===== src/rtl/jpeg_dec_pkg.sv =====
// Shared types and constants for the JPEG entropy-decoder front end.
// Byte-filter state encoding plus the marker-related byte values.
package jpeg_dec_pkg;

  typedef enum logic [1:0] {
    NORMAL = 2'd0,
    GOT_FF = 2'd1,
    MARKER = 2'd2
  } filt_state_e;

  localparam logic [7:0] MRK_PREFIX = 8'hFF;
  localparam logic [7:0] STUFF      = 8'h00;
  localparam logic [7:0] EOI        = 8'hD9;
  localparam logic [7:0] RST0       = 8'hD0;
  localparam logic [7:0] RST7       = 8'hD7;

endpackage


===== src/rtl/jpeg_stuff_filter.sv =====
// Byte-level unstuffing state machine: strips 0x00 after 0xFF, swallows fill
// bytes and stops on a marker until the consumer acknowledges it.
module jpeg_stuff_filter
  import jpeg_dec_pkg::*;
(
  input  logic       clk,
  input  logic       rst,
  input  logic       byte_fire,
  input  logic [7:0] byte_in,
  input  logic       marker_ack,
  output logic       append_en,
  output logic [7:0] append_byte,
  output logic       marker_valid,
  output logic [7:0] marker_code
);

  filt_state_e state_q, state_d;
  logic [7:0]  code_q, code_d;

  // NOTE: every output of this block gets a default first, so no path leaves
  // a variable unassigned and no latch is inferred.
  always_comb begin
    state_d     = state_q;
    code_d      = code_q;
    append_en   = 1'b0;
    append_byte = byte_in;
    unique case (state_q)
      NORMAL: begin
        if (byte_fire) begin
          if (byte_in == MRK_PREFIX) state_d = GOT_FF;
          else                       append_en = 1'b1;
        end
      end
      GOT_FF: begin
        if (byte_fire) begin
          if (byte_in == STUFF) begin
            append_en   = 1'b1;
            append_byte = MRK_PREFIX;
            state_d     = NORMAL;
          end else if (byte_in != MRK_PREFIX) begin
            code_d  = byte_in;
            state_d = MARKER;
          end
        end
      end
      MARKER: begin
        if (marker_ack) state_d = NORMAL;
      end
      default: state_d = NORMAL;
    endcase
  end

  // NOTE: sequential state uses non-blocking assignments so all flops sample
  // the pre-edge values together.
  always_ff @(posedge clk) begin
    if (rst) begin
      state_q <= NORMAL;
      code_q  <= 8'h00;
    end else begin
      state_q <= state_d;
      code_q  <= code_d;
    end
  end

  assign marker_valid = (state_q == MARKER);
  assign marker_code  = code_q;

endmodule


===== src/rtl/jpeg_bit_reader.sv =====
// Bit accumulator for the Huffman decoder: MSB-aligned peek window, variable
// consume, unstuffed byte append at the LSB end, marker hold and error flag.
module jpeg_bit_reader
  import jpeg_dec_pkg::*;
#(
  parameter int ACC_W  = 32,
  parameter int PEEK_W = 16
) (
  input  logic                       clk,
  input  logic                       rst,
  input  logic [7:0]                 in_byte,
  input  logic                       in_valid,
  output logic                       in_ready,
  output logic [PEEK_W-1:0]          peek_bits,
  output logic [$clog2(ACC_W+1)-1:0] bits_avail,
  input  logic                       consume_en,
  input  logic [4:0]                 consume_len,
  output logic                       marker_valid,
  output logic [7:0]                 marker_code,
  input  logic                       marker_ack,
  output logic                       protocol_err
);

  localparam int CNT_W = $clog2(ACC_W + 1);

  logic [ACC_W-1:0] acc_q, acc_d;
  logic [CNT_W-1:0] cnt_q, cnt_d;
  logic             err_q, err_d;

  logic             byte_fire;
  logic             append_en;
  logic [7:0]       append_byte;
  logic [4:0]       len_clamped;
  logic             len_err;
  logic             over_err;
  logic [ACC_W-1:0] byte_aligned;

  assign in_ready  = !rst && !marker_valid && (cnt_q <= CNT_W'(ACC_W - 8));
  assign byte_fire = in_valid && in_ready;

  jpeg_stuff_filter u_filter (
    .clk         (clk),
    .rst         (rst),
    .byte_fire   (byte_fire),
    .byte_in     (in_byte),
    .marker_ack  (marker_ack),
    .append_en   (append_en),
    .append_byte (append_byte),
    .marker_valid(marker_valid),
    .marker_code (marker_code)
  );

  // Bits beyond cnt_q are kept zero, so a left shift consumes and an OR at
  // offset cnt appends without needing a mask.
  always_comb begin
    len_clamped  = (consume_len > 5'(PEEK_W)) ? 5'(PEEK_W) : consume_len;
    len_err      = consume_en && (consume_len > 5'(PEEK_W));
    over_err     = consume_en && (CNT_W'(len_clamped) > cnt_q);
    byte_aligned = {append_byte, (ACC_W - 8)'(0)};
    acc_d        = acc_q;
    cnt_d        = cnt_q;
    err_d        = err_q | len_err | over_err;
    if (marker_valid && marker_ack) begin
      // Residual bits before a marker are pad bits and are thrown away.
      acc_d = '0;
      cnt_d = '0;
    end else begin
      if (over_err) begin
        acc_d = '0;
        cnt_d = '0;
      end else if (consume_en) begin
        acc_d = acc_q << len_clamped;
        cnt_d = cnt_q - CNT_W'(len_clamped);
      end
      if (append_en) begin
        acc_d = acc_d | (byte_aligned >> cnt_d);
        cnt_d = cnt_d + CNT_W'(8);
      end
    end
  end

  always_ff @(posedge clk) begin
    if (rst) begin
      acc_q <= '0;
      cnt_q <= '0;
      err_q <= 1'b0;
    end else begin
      acc_q <= acc_d;
      cnt_q <= cnt_d;
      err_q <= err_d;
    end
  end

  assign peek_bits    = acc_q[ACC_W-1 -: PEEK_W];
  assign bits_avail   = cnt_q;
  assign protocol_err = err_q;

endmodule


===== config.mk =====
export PLATFORM = sky130hd
export DESIGN_NAME = jpeg_bit_reader
export DESIGN_NICKNAME = d
export VERILOG_FILES = /design/src/rtl/jpeg_dec_pkg.sv /design/src/rtl/jpeg_stuff_filter.sv /design/src/rtl/jpeg_bit_reader.sv
export SDC_FILE = /design/constraint.sdc
export NUM_CORES = 1
export LEC_CHECK = 0
export CORE_MARGIN = 1
export CORE_UTILIZATION = 50
export DETAILED_ROUTE_END_ITERATION = 16
export PLACE_DENSITY_LB_ADDON = 0.08
export SYNTH_ARGS = -nofsm -noshare
export SYNTH_HDL_FRONTEND = slang
export SYNTH_SLANG_ARGS = --single-unit

===== constraint.sdc =====
create_clock -name clk -period 4.95 [get_ports clk]
set_input_delay 0.495 -clock clk [delete_from_list [all_inputs] [get_ports clk]]
set_output_delay 0.495 -clock clk [all_outputs]
set_load 0.05 [all_outputs]

## Yosys cells after proc, flatten, opt, wreduce, memory -nomap -nowiden

Cells that the tools add are included.

| cells by class | value |
|---|---|
| shift-type cells | 2 |
| reduce and logical (&&, ||, !) cells | 13 |
| add/subtract/negate cells | 2 |
| equal/unequal tests | 9 |
| mux-type cells | 24 |
| order comparisons | 3 |
| bitwise gates (word level) | 4 |

Operators by type and width:

| operator | count |
|---|---|
| $mux W32 | 4 |
| $or A32 B32 Y32 | 1 |
| $shl A32 B5 Y32 | 1 |
| $shr A32 B6 Y32 | 1 |
| $mux W6 | 4 |
| $mux W8 | 3 |
| $mux W2 | 6 |
| $eq A8 B8 Y1 const B | 1 |
| $logic_not A8 Y1 | 1 |
| $ne A8 B8 Y1 const B | 1 |
| $add A6 B4 Y6 const B | 1 |
| $gt A5 B6 Y1 | 1 |
| $le A6 B5 Y1 const B | 1 |
| $logic_and A1 B1 Y1 | 6 |
| $pmux W2 S3 | 1 |
| $sub A6 B5 Y6 | 1 |
| $gt A5 B5 Y1 const B | 1 |
| $mux W5 | 1 |
| $reduce_and A5 Y1 | 1 |
| $mux W1 | 4 |
| $ne A2 B1 Y1 const B | 2 |
| $ne A2 B2 Y1 const B | 2 |
| $reduce_and A4 Y1 | 1 |
| $ne A3 B1 Y1 const B | 1 |
| other kinds (8) | 10 |

| word-level totals | value |
|---|---|
| word-level logic and storage cells | 62 |
| output and inout port bits | 33 |
| register bits | 49 |
| input bits | 18 |

## Longest topological paths before layout

Gate-level depths: netlist (run 1).

| depth | value |
|---|---|
| depth after elaboration | 10 |
| gate-level depth with buffers | 16 |
| depth with buffers taken out | 12 |

## Cells and area by module

From an unflattened synthesis (run 1), not the netlist that was laid out.

| unflattened totals | value |
|---|---|
| cell total of the unflattened synthesis | 625 |
| area total of the unflattened synthesis | 4,911.0 um2 |

Modules (own cells, without submodules):

| module | area an instance (um2) | sequential area each (um2) | times used | cells each |
|---|---|---|---|---|
| jpeg_bit_reader | 4,330.4 | 780.7 | 1 | 564 |
| jpeg_stuff_filter | 580.6 | 200.2 | 1 | 61 |

## Worst setup path after synthesis (run 1)

No wires, ideal clock.

| timing path | value |
|---|---|
| path kind | input port to flip-flop |
| start | input port consume_len[4] |
| end | register acc_q[14] |
| path slack | 1.111 ns |
| required time | 4.879 ns |
| stages | 14 |
| path buffers | 3 |
| setup time | 0.071 ns |
| arrival | 3.769 ns |
| cell sequence | nand2b_1 inv_1 buf_2 buf_2 buf_2 ha_1 fa_1 and3b_1 o21a_1 o41ai_2 nand3_2 nor3_1 a221oi_1 a21oi_1 |

| between the ends | value |
|---|---|
| longest elaborated chain between the ends | 9 |
| elaborated cells on any way between the ends | 15 |
| classes of those cells | add/sub (1); order compare (2); shift (2); mux (8); bitwise (1); reduce/logical (1) |

RTL lines:

| item | line | source |
|---|---|---|
| start: declaration | jpeg_bit_reader.sv:17 | `input logic [4:0] consume_len,` |
| $gt A5 B5 Y1 | jpeg_bit_reader.sv:56 | `len_clamped = (consume_len > 5'(PEEK_W)) ? 5'(PEEK_W) : consume_len;` |
| $mux W5 (*) | jpeg_bit_reader.sv:56 |  |
| $sub A6 B5 Y6 / $gt A5 B6 Y1 (equally long branches) | jpeg_bit_reader.sv:73, jpeg_bit_reader.sv:58 |  |
| $mux W6 / $logic_and A1 B1 Y1 (equally long branches) | jpeg_bit_reader.sv:71, jpeg_bit_reader.sv:58 |  |
| $mux W6 | jpeg_bit_reader.sv:68 | `if (over_err) begin` |
| $mux W6 | jpeg_bit_reader.sv:63 | `if (marker_valid && marker_ack) begin` |
| $shr A32 B6 Y32 | jpeg_bit_reader.sv:76 | `acc_d = acc_d \| (byte_aligned >> cnt_d);` |
| $or A32 B32 Y32 | jpeg_bit_reader.sv:76 |  |
| $mux W32 (*) | jpeg_bit_reader.sv:75 | `if (append_en) begin` |
| end signal: assignment | jpeg_bit_reader.sv:84 | `acc_q <= '0;` |
| end signal: assignment | jpeg_bit_reader.sv:88 | `acc_q <= acc_d;` |
| end: declaration | jpeg_bit_reader.sv:26 | `logic [ACC_W-1:0] acc_q, acc_d;` |

Mark *: on every way between the ends. The rest lies on a longest branch, timed or not. The select of a mux whose other input is x is not followed.
A chain may end at the register's enable or synchronous reset.

## Final worst setup path (run 1)

| timing path | value |
|---|---|
| start | input port consume_len[4] |
| end | register acc_q[3] |

The elaborated chain is that of the path after synthesis.

==> run metrics, run 1 <==
global route overflow 0; H-Tree Depth 2; clk_skew 0.00900 ns; crit-path cells clkdlybuf4s50_1, inv_1, nand2_1, ha_1, a21oi_1, o211ai_1, buf_4, a21boi_0, o41ai_1, nor3_1, a21oi_1, o22ai_1; reg2reg start bits_avail[0]$_SDFF_PP0_; ys flop type dfxtp_1; Final Setup Violations 0; clk buf depth 2; IO buf count 50; Hold Fails Final Rpt 0; critical path buffer and inverter count 3; Power per Cell Area 305 nW/um^2; most frequent cell after synthesis nand2_1; Worst Path Max Fanout 11; postcts setup bufs 0; CTS root buf clkbuf_8; crit end category flip-flop; VDD IR max 0.000201 V; first-pass GRT wire length 27.0 mm; Worst setup SP type input pin; Worst Path Arrival 4.05 ns; Final Max Slew Viols 0; number of global-route vias before repair 4787; Sum Neg Setup Slack 0 ns; DR vias/cell 6.87; Least-Margin Pin Slew 0.838 ns; Worst slew margin 43.5%; post-CTS resize count 0; sequential fraction of the synthesis area 20.5%; Final nets 627; Final period util 78.2%; R2R Setup Slk 1.58 ns; fin crit period 3.87 ns; fin area 5350 um^2; CP Capture Point acc_q[3]$_SDFF_PP0_; cell taking the most area after synthesis dfxtp_1; Synth warnings 0; kind of critical path input pin to flip-flop; synthesis-stage register bit count 49; Die Area 9980 um^2; CP Data Required Time 5.13 ns; Pleak 1.87 nW; final WL 16.9 mm; Area Overhead vs Synth 11.5%; RSZ-0062 raised after global routing false; critical path depth 12; synthesized area 4790 um^2; Reg-to-Reg End acc_q[3]$_SDFF_PP0_; 1st-pass router iterations 5; Post-Synthesis Cells 585; worst min path class flip-flop to flip-flop; all-layer global routing usage 35.2%; CTS Buf Count 5; worst skew pair latency 0.31 ns; Fillers 901; placed cell area 5260 um^2; initial antenna violation count 0; estimated wirelength of the detail-placed design 12.8 mm; Iteration-0 DRC Markers 393; critical path launch point consume_len[4]; Antenna diodes 0; clock sinks 49; Die Y 99.9 um; cts hold-fix bufs 0; share of the synthesized area in the top cell type 20.5%; Placeable Area 9280 um^2; Reg2Reg Depth 11; Avg WL per Cell 23.2 um; DR DRC count 0; ranking of synthesized cells by area dfxtp_1 (20%), mux4_2 (11%), mux2i_1 (10%), nand2_1 (5.1%), nor2_1 (3.2%); status finished, final reports clean; Ports 51; Die W 99.9 um; Initial Util 51.6%; slowest stage cell, crit path o211ai_1; EDFF count, synth 0; CTS tree built; Avg Cell Area, Syn 8.19 um^2; clock transition at the registers of the reported paths 0.09 ns; Detail Route Antenna Nets 0; Crit path max-delay family compound AO/OA/AOI/OAI gates; MaxCap Viol Count 0; Highest Clock Rate 258 MHz; Post-synth top cells nand2_1 (65), mux2i_1 (50), dfxtp_1 (49); crit-path max cell delay 0.53 ns; routability cong. 1.01; share of post-route cells with drive strength above 1 11.8%; Top cell by count, worst path a21oi_1; syn nets 611; ys async rst share 0%; pin count of the biggest net entering global routing 53; Netlist cell types 74; DR vias 5016; row count 35
==> power by group <==
| group | internal [mW] | total, mW | switching [mW] |
|---|---|---|---|
| logic | 0.310 | 0.856 | 0.546 |
| clock network | 0.111 | 0.249 | 0.138 |
| registers | 0.438 | 0.527 | 0.0885 |
==> layout make-up <==
class	count	area, um^2	share of cell area (%)
multi-input combinational	467	3460	64.7
sequential	49	981	18.4
timing repair buffer	64	606	11.3
tap	129	161	3.02
clock buffer	7	86.3	1.62
inverter	14	52.6	0.983
==> state kept, by name (all words and copies together), names as in the netlist <==
name                  cells
u_filter.marker_code      8
bits_avail                6
protocol_err              1
acc_q                    32
u_filter.state_q          2
==> cells in the final DEF (no fill, tap or decap), drive strengths merged, types with 3 or more instances in the layout <==
cell	Yosys	layout
a211oi	9	9
a21o	4	4
a21oi	27	27
a221oi	3	3
a22oi	4	4
a31oi	5	5
a32oi	4	4
and3	5	5
buf	34	14
clkbuf	21	7
clkdlybuf4s50	0	50
dfxtp	49	49
ha	7	7
inv	13	13
mux2i	50	50
mux4	24	24
nand2	66	66
nand2b	8	8
nand3	25	25
nand4	5	5
nor2	44	44
nor2b	17	17
nor3	15	15
nor4	3	3
o2111ai	8	8
o211ai	13	13
o21ai	34	34
o21bai	3	3
o221ai	12	12
o22ai	18	18
o2bb2ai	4	4
o31ai	3	3
o41ai	4	4
or2	5	5
or3	3	3
or4	3	3
==> cell families (layout without fill, tap and decap cells) <==
family          Yosys count  count (layout)  share of synthesized area, %
simple gates            206             206                          21.1
compound gates          174             174                          26.0
mux                      76              76                          22.2
buf+inv                  69              85                          7.42
flops                    49              49                          20.5
fa+ha+maj                 8               8                          2.25
xor+xnor                  3               3                         0.548
==> routing by layer <==
layer	routed length (um)	up-vias	global-route usage (%)
met3	1630	58	5.92
li1	-	2267	-
met1	6770	2372	46.1
met4	720	0	15.0
met2	7830	319	57.2
met5	0	-	0
==> worst min path at each step <==
stage / startpoint / to / cells past startpoint
2_1_floorplan: u_filter.state_q[1]$_SDFFE_PP0P_ / u_filter.state_q[0]$_SDFFE_PP0P_ / 1
3_3_place_gp: u_filter.state_q[1]$_SDFFE_PP0P_ / u_filter.state_q[0]$_SDFFE_PP0P_ / 1
3_5_place_dp: u_filter.state_q[1]$_SDFFE_PP0P_ / u_filter.state_q[0]$_SDFFE_PP0P_ / 1
4_1_cts: u_filter.state_q[1]$_SDFFE_PP0P_ / u_filter.state_q[0]$_SDFFE_PP0P_ / 1
5_1_grt: u_filter.state_q[1]$_SDFFE_PP0P_ / u_filter.state_q[0]$_SDFFE_PP0P_ / 1
6_report: u_filter.state_q[1]$_SDFFE_PP0P_ / u_filter.state_q[0]$_SDFFE_PP0P_ / 1
==> per-stage QoR <==
| stage | util (%) | setup WS [ns] | power (mW) | hold WS (ns) | std cells |
|---|---|---|---|---|---|
| floorplan | - | 1.11 | 1.14 | 0.418 | 585 |
| global placement | 56.6 | 0.895 | 1.37 | 0.444 | 723 |
| detailed placement | 56.6 | 0.840 | 1.37 | 0.447 | 723 |
| CTS | 57.6 | 1.16 | 1.62 | 0.470 | 730 |
| global route | 57.6 | 0.787 | 1.71 | 0.494 | 730 |
| finish | 57.6 | 1.08 | 1.63 | 0.472 | 730 |
Power figures use the tool's default switching activity.
==> inputs of run 2 (changes only) <==
clock period = 4 ns   (was 4.95 ns; I/O delays follow)
==> run metrics, run 2 (synthesis gave the netlist of run 1 again) <==
largest reg by FF count acc_q; estimated wirelength of the detail-placed design 13.1 mm (+2.3%); slowest stage cell, crit path clkdlybuf4s50_1; Final nets 645 (+2.9%); DR DRC count 0 (unchanged); Initial Util 51.6% (unchanged); commonest cells after routing, fill and taps aside nand2_1 (65), mux2i_1 (50), clkdlybuf4s50_1 (50), dfxtp_1 (49), nor2_1 (41); hold depth 1 (unchanged); Worst Path Arrival 4.00 ns (-0.05 ns); area occupied by multi-input gates 3460 um^2 (unchanged); post-CTS resize count 0 (unchanged); Power per Cell Area 396 nW/um^2 (+30%); final WL 17.3 mm (+2.3%); clock sinks 49 (unchanged); Reg2Reg Depth 11 (unchanged); global route overflow 0 (unchanged); clk_skew 0.0141 ns (+0.00507 ns); Core Util, Final 59.5% (+2.0 points); reg2reg start bits_avail[0]$_SDFF_PP0_; clk buf depth 2 (unchanged); Detail Route Antenna Nets 0 (unchanged); row count 35 (unchanged); routability cong. 0.997 (-1.3%); crit-path cells clkdlybuf4s50_1, nand2b_1, inv_2, ha_1, fa_1, nand4b_1, o211ai_1, nand2_1, o311ai_0, buf_4, a21oi_1, a22oi_1, o22ai_1; fin area 5530 um^2 (+3.4%); Fillers 896 (-0.55%); Worst slew margin 58.4% (+15 points); number of global-route vias before repair 4802 (+0.31%); Antenna diodes 0 (unchanged); H-Tree Depth 2 (unchanged); Hold Fails Final Rpt 0 (unchanged); Die Y 99.9 um (unchanged); first-pass GRT wire length 27.2 mm (+0.92%); VDD IR max 0.000247 V (+23%); Worst Path Max Fanout 8 (-3); share of post-route cells with drive strength above 1 14.7% (+2.9 points); critical path buffer and inverter count 3 (unchanged); RSZ-0062 raised after global routing false; DR vias/cell 6.80 (-1.1%); MaxCap Viol Count 0 (unchanged); Reg area 981 um^2 (unchanged); CTS Buf Count 5 (unchanged); DR vias 5091 (+1.5%); Ports 51 (unchanged); placed cell area 5390 um^2 (+2.6%); Worst setup SP type input pin; Placeable Area 9280 um^2 (unchanged); Final Setup Violations 0 (unchanged); Iteration-0 DRC Markers 457 (+16%); Final Max Slew Viols 0 (unchanged); pin count of the biggest net entering global routing 53 (unchanged); CTS tree built; Highest Clock Rate 263 MHz; Avg WL per Cell 23.1 um (-0.30%); status finished, final reports clean; R2R Setup Slk 0.63 ns (-0.95 ns); min-delay src u_filter.state_q[1]$_SDFFE_PP0P_; postcts setup bufs 0 (unchanged); kind of critical path input pin to flip-flop; Crit path max-delay family compound AO/OA/AOI/OAI gates; Least-Margin Pin Slew 0.622 ns (-0.217 ns); worst skew pair latency 0.31 ns (about the same); initial antenna violation count 0 (unchanged); IO buf count 50 (unchanged); Die Area 9980 um^2 (unchanged); most common cell after layout, fill and taps aside nand2_1; max reg flops 32 (unchanged); worst min path class flip-flop to flip-flop; Pleak 1.98 nW (+5.9%); Die W 99.9 um (unchanged); Min-Delay Endpoint u_filter.state_q[0]$_SDFFE_PP0P_; clock transition at the registers of the reported paths 0.10 ns (about the same); cts hold-fix bufs 0 (unchanged); fin crit period 3.80 ns; 1st-pass router iterations 5 (unchanged); crit end category flip-flop; CTS root buf clkbuf_8; all-layer global routing usage 35.4% (+0.20 points); Area Overhead vs Synth 15.4%; Final period util 95.1%; Reg-to-Reg End acc_q[1]$_SDFF_PP0_; crit-path max cell delay 0.59 ns (+0.06 ns); CP Data Required Time 4.19 ns (-0.94 ns)
==> run 2: per-stage QoR <==
step                      setup WS, ns  setup TNS, ns  hold slack [ns]  std cells  power [mW]
after floorplan                  0.256              0            0.418        585        1.41
after global placement          0.0805              0            0.450        741        1.73
after detailed placement       -0.0300        -0.0473            0.452        741        1.74
after CTS                        0.275              0            0.471        749        2.17
after global routing            0.0650              0            0.514        749        2.29
final                            0.196              0            0.468        749        2.19
==> run 2: final cells by class <==
cell class                 instances  area share [%]
multi-input combinational        467            62.6
clock inverter                     3            1.18
tap                              129            2.92
inverter                          14           0.951
sequential                        49            17.7
timing repair buffer              82            13.4
clock buffer                       5            1.24
==> run 2: worst max-delay path by stage <==
| stage | startpoint | endpoint | slack [ns] | cells after the start |
|---|---|---|---|---|
| 3_3_place_gp | consume_len[4] | acc_q[1]$_SDFF_PP0_ | 0.08 | 13 |
| 4_1_cts | consume_len[4] | acc_q[1]$_SDFF_PP0_ | 0.28 | 13 |
| 5_1_grt | consume_len[4] | acc_q[15]$_SDFF_PP0_ | 0.06 | 13 |
| 6_report | consume_len[4] | acc_q[1]$_SDFF_PP0_ | 0.20 | 13 |
| 3_5_place_dp | consume_len[4] | acc_q[1]$_SDFF_PP0_ | -0.03 | 13 |
| 2_1_floorplan | consume_len[4] | acc_q[14]$_SDFF_PP0_ | 0.26 | 14 |
==> run 2: report_power, final <==
group          internal, mW  switching, mW  total, mW
Clock                 0.249          0.182      0.431
Sequential            0.542          0.108      0.650
Combinational         0.421          0.687       1.11
==> run 2: metal layers <==
| metal | GRT usage, % | part of all wire [%] | up-vias |
|---|---|---|---|
| met5 | 0 | 0 | - |
| met4 | 16.4 | 4.9 | 0 |
| met3 | 4.81 | 8.2 | 67 |
| met2 | 58.7 | 46 | 301 |
| met1 | 45.6 | 40 | 2422 |
| li1 | - | - | 2301 |
==> inputs of run 3 (changes only) <==
CTS_BUF_LIST = sky130_fd_sc_hd__clkbuf_8   (was unset)
PLACE_DENSITY = 0.69   (was unset)
PLACE_DENSITY_LB_ADDON = unset   (was 0.08)
==> run metrics, run 3 (synthesis gave the netlist of run 1 again) <==
status finished, final reports clean; Final nets 641 (-0.62%); Core Util, Final 59.0% (-0.53 points); worst skew pair latency 0.31 ns (about the same); Avg WL per Cell 23.5 um (+1.6%); Die W 99.9 um (unchanged); Ports 51 (unchanged); cts hold-fix bufs 0 (unchanged); initial antenna violation count 0 (unchanged); final WL 17.5 mm (+1.1%); worst min path class flip-flop to flip-flop; slowest stage cell, crit path clkdlybuf4s50_1; met2 usage 58.1% (-0.58 points); DR DRC count 0 (unchanged); GRT Max-Usage Layer met2; CTS tree built; Sum Neg Setup Slack 0 ns (unchanged); fin crit period 3.65 ns (-0.154 ns); MaxCap Viol Count 0 (unchanged); Worst slew margin 57.5% (-0.90 points); Placeable Area 9280 um^2 (unchanged); placed cell area 5360 um^2 (-0.56%); fin area 5480 um^2 (-0.88%); row count 35 (unchanged); crit-path max cell delay 0.55 ns (-0.04 ns); Least-Margin Pin Slew 0.635 ns (+0.0134 ns); DR vias 5053 (-0.75%); crit end category flip-flop; reg2reg start bits_avail[0]$_SDFF_PP0_; Crit path max-delay family compound AO/OA/AOI/OAI gates; Hold Fails Final Rpt 0 (unchanged); Final Setup Violations 0 (unchanged); Reg2Reg Depth 11 (unchanged); Area Overhead vs Synth 14.3%; post-CTS resize count 0 (unchanged); Final Max Slew Viols 0 (unchanged); GRT met1 Usage 45.6% (about the same); clock sinks 49 (unchanged); kind of critical path input pin to flip-flop; Worst setup SP type input pin; RSZ-0062 raised after global routing false; Worst Path Max Fanout 8 (unchanged); Worst Path Arrival 3.83 ns (-0.17 ns); Antenna diodes 0 (unchanged); Highest Clock Rate 274 MHz (+4.2%); met3 Use GR 6.55% (+1.7 points); IO buf count 50 (unchanged); global route overflow 0 (unchanged); max reg flops 32 (unchanged); DR vias/cell 6.78 (-0.21%); CTS Buf Count 5 (unchanged); VDD IR max 0.000295 V (+20%); R2R Setup Slk 0.75 ns (+0.12 ns); hold depth 1 (unchanged); Final period util 91.3% (-3.9 points); Die Y 99.9 um (unchanged); all-layer global routing usage 35.7% (+0.34 points); Pleak 1.94 nW (-1.7%); clock transition at the registers of the reported paths 0.10 ns (about the same); clk_skew 0.0144 ns (+0.000375 ns); min-delay src u_filter.state_q[1]$_SDFFE_PP0P_; first-pass GRT wire length 27.0 mm (-0.58%); final hold slack 0.501 ns (+0.0334 ns); share of post-route cells with drive strength above 1 14.1% (-0.55 points); CTS root buf clkbuf_8; Min-Delay Endpoint u_filter.state_q[0]$_SDFFE_PP0P_; Initial Util 51.6% (unchanged); Detail Route Antenna Nets 0 (unchanged); CP Data Required Time 4.18 ns (about the same); 1st-pass router iterations 5 (unchanged); estimated wirelength of the detail-placed design 13.3 mm (+1.4%); pin count of the biggest net entering global routing 53 (unchanged); critical path buffer and inverter count 3 (unchanged); postcts setup bufs 0 (unchanged); total power draw 2.12 mW (-3.1%); Iteration-0 DRC Markers 384 (-16%); Power per Cell Area 387 nW/um^2 (-2.2%); number of global-route vias before repair 4718 (-1.7%); routability cong. 1.07 (+7.5%); most common cell after layout, fill and taps aside nand2_1; H-Tree Depth 2 (unchanged); clk buf depth 2 (unchanged); crit-path cells clkdlybuf4s50_1, nand2b_1, inv_2, ha_1, fa_1, nand4b_1, o211ai_1, buf_4, nand4_1, a31oi_1, mux2i_1, a221oi_1, a21oi_1; Die Area 9980 um^2 (unchanged); commonest cells after routing, fill and taps aside nand2_1 (65), mux2i_1 (50), clkdlybuf4s50_1 (50), dfxtp_1 (49), nor2_1 (41); largest reg by FF count acc_q; Reg-to-Reg End acc_q[10]$_SDFF_PP0_
[run 3: cell count changes in the layout (fill, tap and decap cells not counted), sizes merged]
cell | before | now
buf | 32 | 28
bufinv | 2 | 1
clkinvlp | 0 | 1
[run 3: worst max-delay path by stage]
stage,endpoint,slack (ns),depth (start not counted),start
3_3_place_gp,acc_q[10]$_SDFF_PP0_,0.20,13,consume_len[4]
6_report,acc_q[10]$_SDFF_PP0_,0.35,13,consume_len[4]
2_1_floorplan,acc_q[14]$_SDFF_PP0_,0.26,14,consume_len[4]
3_5_place_dp,acc_q[10]$_SDFF_PP0_,0.14,13,consume_len[4]
5_1_grt,acc_q[17]$_SDFF_PP0_,0.05,13,consume_len[4]
4_1_cts,acc_q[10]$_SDFF_PP0_,0.44,13,consume_len[4]
[run 3: layout make-up]
cell class                 count  area [um^2]
multi-input combinational    467         3460
fill                         902         3800
clock inverter                 3         46.3
inverter                      14         52.6
sequential                    49          981
clock buffer                   5         68.8
timing repair buffer          78          711
tap                          129          161
[run 3: through the flow]
step / std cells / worst slack, ns
global route: 745 / 0.0485
detailed placement: 737 / 0.137
finish: 745 / 0.350
global placement: 737 / 0.199
CTS: 745 / 0.439
floorplan: 585 / 0.256
[run 3: report_power, final]
part / total (mW) / switching, mW / leakage [nW] / internal, mW
registers: 0.649 / 0.107 / 0.399 / 0.542
clock network: 0.371 / 0.184 / 0.0543 / 0.188
logic: 1.10 / 0.691 / 1.49 / 0.410
total: 2.12 / 0.983 / 1.94 / 1.14
[run 3: routing by layer]
layer / wire, um / vias to the layer above
li1: - / 2288
met1: 6980 / 2409
met2: 8250 / 293
met3: 1420 / 63
met4: 866 / 0
met5: 0 / -
